## config.mk

```make
export PLATFORM = sky130hd
export DESIGN_NAME = fpmult_stream_ctrl
export DESIGN_NICKNAME = d
export VERILOG_FILES = /design/src/rtl/fp16_pkg.sv /design/src/rtl/fpmult_result_fifo.sv /design/src/rtl/fpmult_stream_ctrl.sv
export SDC_FILE = /design/constraint.sdc
export NUM_CORES = 1
export LEC_CHECK = 0
export BUFFER_PORTS_ARGS = -buffer_cell sky130_fd_sc_hd__clkbuf_2
export CORE_MARGIN = 1.5
export CORE_UTILIZATION = 50
export DETAILED_ROUTE_END_ITERATION = 12
export HOLD_SLACK_MARGIN = 0.15
export PLACE_DENSITY = 0.75
export SETUP_SLACK_MARGIN = 0.5
export SLEW_MARGIN = 20
export SYNTH_ARGS = -nofsm -noshare
export SYNTH_HDL_FRONTEND = slang
export SYNTH_SLANG_ARGS = --single-unit
```

## constraint.sdc

```tcl
create_clock -name clk -period 3.41 [get_ports clk]
set_input_delay 0.1705 -clock clk [delete_from_list [all_inputs] [get_ports clk]]
set_output_delay 0.1705 -clock clk [all_outputs]
set_load 0.005 [all_outputs]
```

## src/rtl/fp16_pkg.sv

```systemverilog
// Shared half-precision definitions used by the multiplier wrapper and its
// result buffer.
package fp16_pkg;

  localparam int EXPONENT       = 5;
  localparam int MANTISSA       = 10;
  localparam int DWIDTH         = 1 + EXPONENT + MANTISSA;
  localparam int FPMULT_LATENCY = 5;
  localparam int FLAG_W         = 5;

  // One buffered multiplier output: product plus its exception flags.
  typedef struct packed {
    logic [DWIDTH-1:0] result;
    logic [FLAG_W-1:0] flags;
  } fp_entry_t;

endpackage

```

## src/rtl/fpmult_result_fifo.sv

```systemverilog
// Circular-buffer FIFO with occupancy count. The head entry is presented
// combinationally; storage is cleared by reset so the head reads zero when
// nothing has been written yet.
module fpmult_result_fifo #(
  parameter int DEPTH = 8,
  parameter int WIDTH = 21
) (
  input  logic                     clk,
  input  logic                     rst,
  input  logic                     push_i,
  input  logic                     pop_i,
  input  logic [WIDTH-1:0]         wr_data_i,
  output logic [WIDTH-1:0]         rd_data_o,
  output logic [$clog2(DEPTH):0]   count_o
);

  localparam int AW = $clog2(DEPTH);
  localparam logic [AW:0] FULL = (AW+1)'(DEPTH);

  logic [WIDTH-1:0] mem_q [DEPTH];
  logic [AW-1:0]    wr_ptr_q, rd_ptr_q;
  logic [AW:0]      count_q, count_d;
  logic             push_ok, pop_ok;
  logic [DEPTH-1:0] wr_sel;

  // Pushes into a full buffer and pops from an empty one are dropped.
  assign push_ok = push_i && (count_q != FULL);
  assign pop_ok  = pop_i && (count_q != '0);

  // One-hot write-enable per storage slot.
  generate
    for (genvar gi = 0; gi < DEPTH; gi++) begin : g_wr_sel
      assign wr_sel[gi] = push_ok && (wr_ptr_q == AW'(gi));
    end
  endgenerate

  // Occupancy: simultaneous push and pop leave the count unchanged.
  always_comb begin
    count_d = count_q;
    if (push_ok && !pop_ok)      count_d = count_q + 1'b1;
    else if (pop_ok && !push_ok) count_d = count_q - 1'b1;
  end

  // Storage, pointers and count; pointers wrap naturally at DEPTH.
  always_ff @(posedge clk) begin
    if (rst) begin
      for (int i = 0; i < DEPTH; i++) mem_q[i] <= '0;
      wr_ptr_q <= '0;
      rd_ptr_q <= '0;
      count_q  <= '0;
    end else begin
      for (int i = 0; i < DEPTH; i++) begin
        if (wr_sel[i]) mem_q[i] <= wr_data_i;
      end
      if (push_ok) wr_ptr_q <= wr_ptr_q + 1'b1;
      if (pop_ok)  rd_ptr_q <= rd_ptr_q + 1'b1;
      count_q <= count_d;
    end
  end

  assign rd_data_o = mem_q[rd_ptr_q];
  assign count_o   = count_q;

endmodule

```

## src/rtl/fpmult_stream_ctrl.sv

```systemverilog
// Valid/ready wrapper around the stall-free half-precision multiplier.
// Credits reserve a FIFO slot for every accepted op, so results emerging
// from the fixed-latency pipeline always have somewhere to land.
module fpmult_stream_ctrl
  import fp16_pkg::*;
#(
  parameter int DWIDTH     = 16,
  parameter int LATENCY    = FPMULT_LATENCY,
  parameter int FIFO_DEPTH = 8
) (
  input  logic              clk,
  input  logic              rst,
  input  logic              in_valid,
  output logic              in_ready,
  input  logic [DWIDTH-1:0] in_a,
  input  logic [DWIDTH-1:0] in_b,
  output logic [DWIDTH-1:0] mul_a,
  output logic [DWIDTH-1:0] mul_b,
  input  logic [DWIDTH-1:0] mul_result,
  input  logic [4:0]        mul_flags,
  output logic              out_valid,
  input  logic              out_ready,
  output logic [DWIDTH-1:0] out_result,
  output logic [4:0]        out_flags,
  output logic [4:0]        sticky_flags,
  input  logic              clear_sticky,
  output logic              busy
);

  localparam int CW = $clog2(FIFO_DEPTH) + 1;
  localparam int EW = DWIDTH + FLAG_W;
  localparam logic [CW-1:0] CREDITS_FULL = CW'(FIFO_DEPTH);

  logic [CW-1:0]      credits_q, credits_d;
  logic [LATENCY-1:0] vld_q, vld_d;
  logic [FLAG_W-1:0]  sticky_q, sticky_d;
  logic               accept, push, pop;
  logic [EW-1:0]      head;
  logic [CW-1:0]      fifo_count;

  // Ready comes only from the registered credit count, never from out_ready.
  assign in_ready = (credits_q != '0);
  assign accept   = in_valid && in_ready;
  assign push     = vld_q[LATENCY-1];
  assign out_valid = (fifo_count != '0);
  assign pop      = out_valid && out_ready;
  assign busy     = (credits_q != CREDITS_FULL);

  // Bubbles feed +0 x +0 so idle cycles do not toggle the datapath.
  assign mul_a = accept ? in_a : '0;
  assign mul_b = accept ? in_b : '0;

  // Credit update: a credit is taken on accept and returned on pop.
  always_comb begin
    credits_d = credits_q;
    if (accept && !pop)      credits_d = credits_q - CW'(1);
    else if (pop && !accept) credits_d = credits_q + CW'(1);
  end

  // Delay line shifting accept alongside the multiplier pipeline.
  always_comb begin
    vld_d = '0;
    vld_d[0] = accept;
    for (int i = 1; i < LATENCY; i++) vld_d[i] = vld_q[i-1];
  end

  // Clear drops previous history; a same-cycle push still gets recorded.
  always_comb begin
    sticky_d = (clear_sticky ? '0 : sticky_q) | (push ? mul_flags : '0);
  end

  // Registered state: credits, delay line and sticky flags.
  always_ff @(posedge clk) begin
    if (rst) begin
      credits_q <= CREDITS_FULL;
      vld_q     <= '0;
      sticky_q  <= '0;
    end else begin
      credits_q <= credits_d;
      vld_q     <= vld_d;
      sticky_q  <= sticky_d;
    end
  end

  fpmult_result_fifo #(
    .DEPTH (FIFO_DEPTH),
    .WIDTH (EW)
  ) u_fifo (
    .clk       (clk),
    .rst       (rst),
    .push_i    (push),
    .pop_i     (pop),
    .wr_data_i ({mul_result, mul_flags}),
    .rd_data_o (head),
    .count_o   (fifo_count)
  );

  assign out_result   = head[EW-1:FLAG_W];
  assign out_flags    = head[FLAG_W-1:0];
  assign sticky_flags = sticky_q;

endmodule

```

[Yosys cells after proc, flatten, opt, wreduce, memory -nomap -nowiden]
Memory sizes are Yosys's and may differ from the RTL's. A register that Yosys moved wholly into a read port is not among the register bits.
Cells that the tools add are included.
Word-level totals
  memories: 1
  input bits: 58
  memory bits (writable): 168
  logic and storage cells: 100
  flip-flop bits (word level): 24
Memory list
  u_fifo.mem_q: words 8, bits a word 21, rd ports 1, clocked after memory_dff 1, wr ports 8, RTL line fpmult_result_fifo.sv:20  | logic [WIDTH-1:0] mem_q [DEPTH];
Operators by class
  add/sub/neg operators: 6
  equal/unequal tests: 9
  bitwise logic cells: 9
  mux-type cells: 44
  reductions and logical operators: 25
Operators by type and width (count)
  $mux 21: 8
  $mux 16: 2
  $mux 1: 26
  $logic_and 1x1->1: 16
  $mux 4: 4
  $eq 3x3->1 const B: 4
  $mux 5: 2
  $add 4x1->4 const B: 2
  $ne 4x4->1 const B: 2
  $or 1x1->1: 8
  $reduce_bool 4->1: 2
  $sub 4x1->4 const B: 2
  $add 3x1->3 const B: 2
  $eq 3x2->1 const B: 2
  $mux 3: 2
  $or 5x5->5: 1
  $logic_not 1->1: 4
  $reduce_bool 2->1: 2
  $eq 3x1->1 const B: 1
  $logic_not 3->1: 1

[Depth between registers and ports, before layout]
  depth after elaboration: 7
  gate-level depth with buffers: 10
  gate-level depth less buffers: 10

[By module]
Synthesis repeated with hierarchy kept, for this count alone.
Second synthesis, totals
  cells, all modules: 629
  area total of the unflattened synthesis: 8848.5 sq um
Modules (own cells, without submodules)
  fpmult_result_fifo: times used 1, area an instance 8047.7 sq um, seq. area each 5305.1 sq um, cells each 529
  fpmult_stream_ctrl: times used 1, area an instance 800.8 sq um, seq. area each 280.3 sq um, cells each 100

[Worst setup path before layout]
Ideal clock, no wire load.
  path type: register to register
  from: reg u_fifo.count_q[0], in the netlist u_fifo.count_o[0]
  to: reg u_fifo.count_q[3], in the netlist u_fifo.count_o[3]
  arrival: 2.356 ns
  cell stages (with the launch flop): 10
  path slack: 0.933 ns
  path buffers: 0
  library setup time: 0.121 ns
  cell sequence: dfxtp_1 > or4_4 > nand2_1 > ha_1 > inv_1 > ha_1 > a21oi_1 > a211oi_1 > a31oi_1 > mux2_2
On the way
  cells in the longest elaborated chain, start to end: 6
RTL lines
  start, declared: RTL line fpmult_result_fifo.sv:22  | logic [AW:0] count_q, count_d;
  start signal, assigned: RTL line fpmult_result_fifo.sv:57  | count_q <= count_d;
  $reduce_bool 4->1 *: RTL line fpmult_stream_ctrl.sv:45  | assign out_valid = (fifo_count != '0);
  via out_valid: RTL line fpmult_stream_ctrl.sv:21  | output logic out_valid,
  $logic_and 1x1->1: RTL line fpmult_stream_ctrl.sv:46  | assign pop = out_valid && out_ready;
  $logic_and 1x1->1 *: RTL line fpmult_result_fifo.sv:28  | assign pop_ok = pop_i && (count_q != '0);
  $logic_not 1->1: RTL line fpmult_result_fifo.sv:40  | if (push_ok && !pop_ok) count_d = count_q + 1'b1;
  $logic_and 1x1->1: RTL line fpmult_result_fifo.sv:40
  $mux 4 or $reduce_bool 2->1 (tied branches)
The timed path passes the listed nets; every way through them passes the cells marked *. The select of a mux whose other input is x is not followed.
A chain may end at the register's enable or synchronous reset.

[Worst setup path in the final report]
  from: reg u_fifo.count_q[3], in the netlist u_fifo.count_o[3]
  to: reg u_fifo.count_q[3], in the netlist u_fifo.count_o[3]
On the way
  cells in the longest elaborated chain, start to end: 6
RTL lines
  branches (longest 6 deep; another with $sub 4x1->4)
Parallel ways; which one is timed is not known. The select of a mux whose other input is x is not followed.

==> run_summary.xml <==
<?xml version="1.0" encoding="UTF-8"?>
<metrics>
  <group name="status">
    <metric name="status" unit="">completed</metric>
  </group>
  <group name="pwr">
    <metric name="cellLeakagePower" unit="nW">4.18</metric>
    <metric name="power_density" unit="mW/mm^2">585</metric>
    <metric name="total_power" unit="mW">5.98</metric>
    <metric name="worst_ir_drop_vdd" unit="V">0.000390</metric>
  </group>
  <group name="global_route">
    <metric name="grt_first_pass_wirelength" unit="mm">28.5</metric>
    <metric name="grt_util_met2" unit="%">37.9</metric>
    <metric name="vias_in_the_first_global_route" unit="">5554</metric>
    <metric name="antenna_found_initial" unit="">0</metric>
    <metric name="grtUsageMet3" unit="%">4.50</metric>
    <metric name="gr-usage-all-layers" unit="%">21.0</metric>
    <metric name="global_route.peak_usage_layer" unit="">met2</metric>
    <metric name="met1_usage" unit="%">24.8</metric>
    <metric name="grt_start_max_net_pins" unit="">43</metric>
    <metric name="grt_remaining_overflow" unit="">0</metric>
  </group>
  <group name="synthesis">
    <metric name="yosysMostFrequentCell" unit="">sky130_fd_sc_hd__edfxtp_1</metric>
    <metric name="syn-num-nets" unit="">675</metric>
    <metric name="synth_warnings" unit="">0</metric>
    <metric name="post_synth_main_area_contributors" unit="">sky130_fd_sc_hd__edfxtp_1, sky130_fd_sc_hd__mux4_1, sky130_fd_sc_hd__nor2_1, sky130_fd_sc_hd__dfxtp_1, sky130_fd_sc_hd__mux2_2</metric>
    <metric name="async_flop_share" unit="%">0</metric>
    <metric name="synth_top_area_cell" unit="">sky130_fd_sc_hd__edfxtp_1</metric>
    <metric name="yosysUniqueCellTypes" unit="">35</metric>
    <metric name="synth.cell_area" unit="mm^2">0.00873</metric>
    <metric name="postSynthAreaPerCell" unit="um^2">14.5</metric>
    <metric name="postSynthCellCount" unit="">603</metric>
    <metric name="synth_top_cells_by_count" unit="">sky130_fd_sc_hd__edfxtp_1, sky130_fd_sc_hd__nor2_1, sky130_fd_sc_hd__mux4_1, sky130_fd_sc_hd__and3_1, sky130_fd_sc_hd__nand2b_1</metric>
    <metric name="synth_enable_flop_cells" unit="">168</metric>
    <metric name="synth_ff_type" unit="">sky130_fd_sc_hd__edfxtp_1</metric>
    <metric name="ys_seq_area_share" unit="%">64.0</metric>
    <metric name="yosys.area.top_type_share" unit="%">57.8</metric>
    <metric name="register_bit_count_reported_by_yosys" unit="">195</metric>
  </group>
  <group name="setup_path">
    <metric name="regToRegEndpoint" unit="">u_fifo.count_o[3]</metric>
    <metric name="setup.reg_to_reg.worst_slack" unit="ns">0.71</metric>
    <metric name="worstSetupStartpoint" unit="">u_fifo.count_o[3]</metric>
    <metric name="crit_path_start_kind" unit="">register</metric>
    <metric name="crit_path_max_fanout" unit="">5</metric>
    <metric name="rr_startpoint" unit="">u_fifo.count_o[3]</metric>
    <metric name="crit_path_end_kind" unit="">register</metric>
    <metric name="worstPathRequired" unit="ns">3.72</metric>
    <metric name="cp_data_arrival_time" unit="ns">3.01</metric>
    <metric name="worstSetupPathType" unit="">reg2reg</metric>
    <metric name="timing.reg2reg.worst_path_depth" unit="">9</metric>
    <metric name="worstSetupEndpoint" unit="">u_fifo.count_o[3]</metric>
  </group>
  <group name="floorplanning">
    <metric name="die_height" unit="um">135</metric>
    <metric name="die_area" unit="mm^2">0.0183</metric>
    <metric name="rows" unit="">48</metric>
    <metric name="overall_die_width" unit="um">135</metric>
    <metric name="fp.coreArea" unit="mm^2">0.0172</metric>
    <metric name="initial_utilization" unit="%">50.8</metric>
    <metric name="floorplan.io_pins" unit="">119</metric>
  </group>
  <group name="detailed_routing">
    <metric name="detail_route.first_pass.iterations" unit="">5</metric>
    <metric name="finalWirelength" unit="mm">18.2</metric>
    <metric name="post_drt_wl_per_cell" unit="um">18.9</metric>
    <metric name="antenna_violating_nets_post_route" unit="">0</metric>
    <metric name="drtIter0Drc" unit="">457</metric>
    <metric name="detail_route.drc_violations" unit="">0</metric>
    <metric name="drt-vias-per-instance" unit="">5.51</metric>
    <metric name="via_count" unit="">5328</metric>
  </group>
  <group name="finish">
    <metric name="insertedDiodeCount" unit="">0</metric>
    <metric name="fin_nets" unit="">802</metric>
    <metric name="fillerInstances" unit="">1313</metric>
    <metric name="drive_above_1_share" unit="%">26.1</metric>
    <metric name="area_growth" unit="%">17.2</metric>
    <metric name="final_cells" unit="">967</metric>
  </group>
  <group name="clocking">
    <metric name="clock_latency_reported_for_the_late_side_of_the_worst_skew_pair" unit="ns">0.43</metric>
    <metric name="cts_sinks" unit="">195</metric>
    <metric name="tritoncts" unit="">built</metric>
    <metric name="cts-buffers-inserted" unit="">17</metric>
    <metric name="clock_tree.htree_level_count" unit="">4</metric>
    <metric name="cts_setup_buffers" unit="">0</metric>
    <metric name="cts.clk_slew.worst_paths" unit="ns">0.06</metric>
    <metric name="clock_tree.root_cell" unit="">sky130_fd_sc_hd__clkbuf_16</metric>
    <metric name="cts.path.max_buffers" unit="">2</metric>
  </group>
  <group name="sta">
    <metric name="setup_tns" unit="ns">0</metric>
    <metric name="finalWorstSetupSlack" unit="ns">0.709</metric>
    <metric name="maxSlewHeadroom" unit="%">44.9</metric>
    <metric name="finalClockSkew" unit="ns">0.00607</metric>
    <metric name="final_hold_viols" unit="">0</metric>
    <metric name="worst-slew-pin-transition" unit="ns">0.826</metric>
    <metric name="final.period_utilization" unit="%">79.2</metric>
    <metric name="rsz0062_at_grt" unit="">no</metric>
    <metric name="timing.final.max_slew_violations" unit="">0</metric>
    <metric name="timing.hold.ws" unit="ns">0.169</metric>
    <metric name="setup_violations" unit="">0</metric>
    <metric name="max_freq" unit="MHz">370</metric>
    <metric name="timing.final.crit_period" unit="ns">2.70</metric>
  </group>
  <group name="placement">
    <metric name="globalplace.congestion" unit="">0.777</metric>
    <metric name="placement.io_buffers" unit="">118</metric>
    <metric name="place_inst" unit="">929</metric>
    <metric name="hpwl" unit="mm">11.4</metric>
    <metric name="place_worst_setup_slack" unit="ns">0.747</metric>
  </group>
  <group name="worst_hold_path">
    <metric name="worst_hold_path_type" unit="">in2reg</metric>
  </group>
  <group name="job">
    <metric name="timing.max_cap.violations" unit="">0</metric>
  </group>
</metrics>
-- power by group --
group          internal [mW]  leakage (nW)  switching (mW)  total, mW
clock network           1.14         0.270           0.813       1.95
registers               2.74          1.93           0.115       2.85
logic                  0.603          1.98           0.573       1.18
total                   4.48          4.18            1.50       5.98
-- worst max-delay path: stages, from the launching register on --
cell                       delay (ns)
sky130_fd_sc_hd__dfxtp_1         0.36
sky130_fd_sc_hd__or4_4           0.57
sky130_fd_sc_hd__nand2_1         0.20
sky130_fd_sc_hd__ha_1            0.21
sky130_fd_sc_hd__inv_1           0.10
sky130_fd_sc_hd__ha_1            0.34
sky130_fd_sc_hd__a21oi_1         0.18
sky130_fd_sc_hd__a211oi_1        0.09
sky130_fd_sc_hd__a31oi_1         0.17
sky130_fd_sc_hd__mux2_2          0.36
-- cell families (layout without fill, tap and decap cells) --
family / after synthesis / in the layout / share of synthesized area, %
mux: 68 / 68 / 15.9
xor+xnor: 8 / 8 / 0.803
simple gates: 234 / 234 / 12.4
flops: 195 / 195 / 64.0
buf+inv: 64 / 203 / 3.31
compound gates: 20 / 20 / 1.56
fa+ha+maj: 14 / 14 / 2.09
-- layout by cell type, fill, tap and decap left out, drive strengths merged --
master,Yosys,layout
or4,1,1
mux2i,4,4
or3,2,2
inv,26,26
a211oi,2,2
xor2,6,6
o21ai,1,1
a31o,1,1
a21o,1,1
and2,1,1
a22oi,5,5
a21oi,6,6
nand2b,28,28
edfxtp,168,168
dlygate4sd3,0,7
clkinv,0,5
ha,13,13
o32ai,1,1
buf,13,21
mux4,42,42
nor2b,10,10
nor2,146,146
xnor2,2,2
dfxtp,27,27
clkinvlp,0,4
and3,32,32
clkbuf,25,137
nand3,8,8
a21boi,1,1
fa,1,1
nor3,2,2
bufinv,0,3
mux2,22,22
nand2,4,4
a31oi,2,2
-- flip-flops by register name, summed over array words and instances (netlist names), named ones only --
register         cells
credits_q            4
u_fifo.rd_ptr_q      3
sticky_flags         5
vld_q                5
u_fifo.count_o       4
u_fifo.mem_q       168
u_fifo.wr_ptr_q      3
-- worst min path at each step --
stage	start	to	slack (ns)	depth (start not counted)
floorplan	mul_flags[0]	sticky_flags[0]	0.31	2
global placement	vld_q[3]	vld_q[4]	0.42	1
detailed placement	vld_q[2]	vld_q[3]	0.43	1
CTS	clear_sticky	sticky_flags[3]	0.15	4
global route	clear_sticky	sticky_flags[3]	0.21	4
finish	clear_sticky	sticky_flags[3]	0.17	4
-- layer usage --
layer / wire length [um] / vias up
met4: 363 / 0
met2: 9740 / 231
li1: - / 2466
met3: 1190 / 31
met1: 6960 / 2600
met5: 0 / -
-- repair_timing --
action | CTS | global route
gates resized for setup | 0 | 1
hold endpoints to repair | 7 | 0
setup endpoints to repair | 0 | 1
hold buffers | 7 | 0
-- stage by stage --
step	cell area [um^2]	utilization, %
detailed placement	9580	55.8
finish	10200	59.6
floorplan	8730	-
global placement	9580	55.8
global route	10200	59.6
CTS	10200	59.5
-- layout make-up --
cell class                 instances  area, um^2  share of cell area (%)
clock buffer                      19         433                    4.23
clock inverter                    12         140                    1.37
inverter                          26        97.6                   0.954
multi-input combinational        344        2860                    28.0
sequential                       195        5590                    54.6
tap                              225         282                    2.75
timing repair buffer             146         831                    8.12
Note: power is estimated with default switching activity, not from simulation.
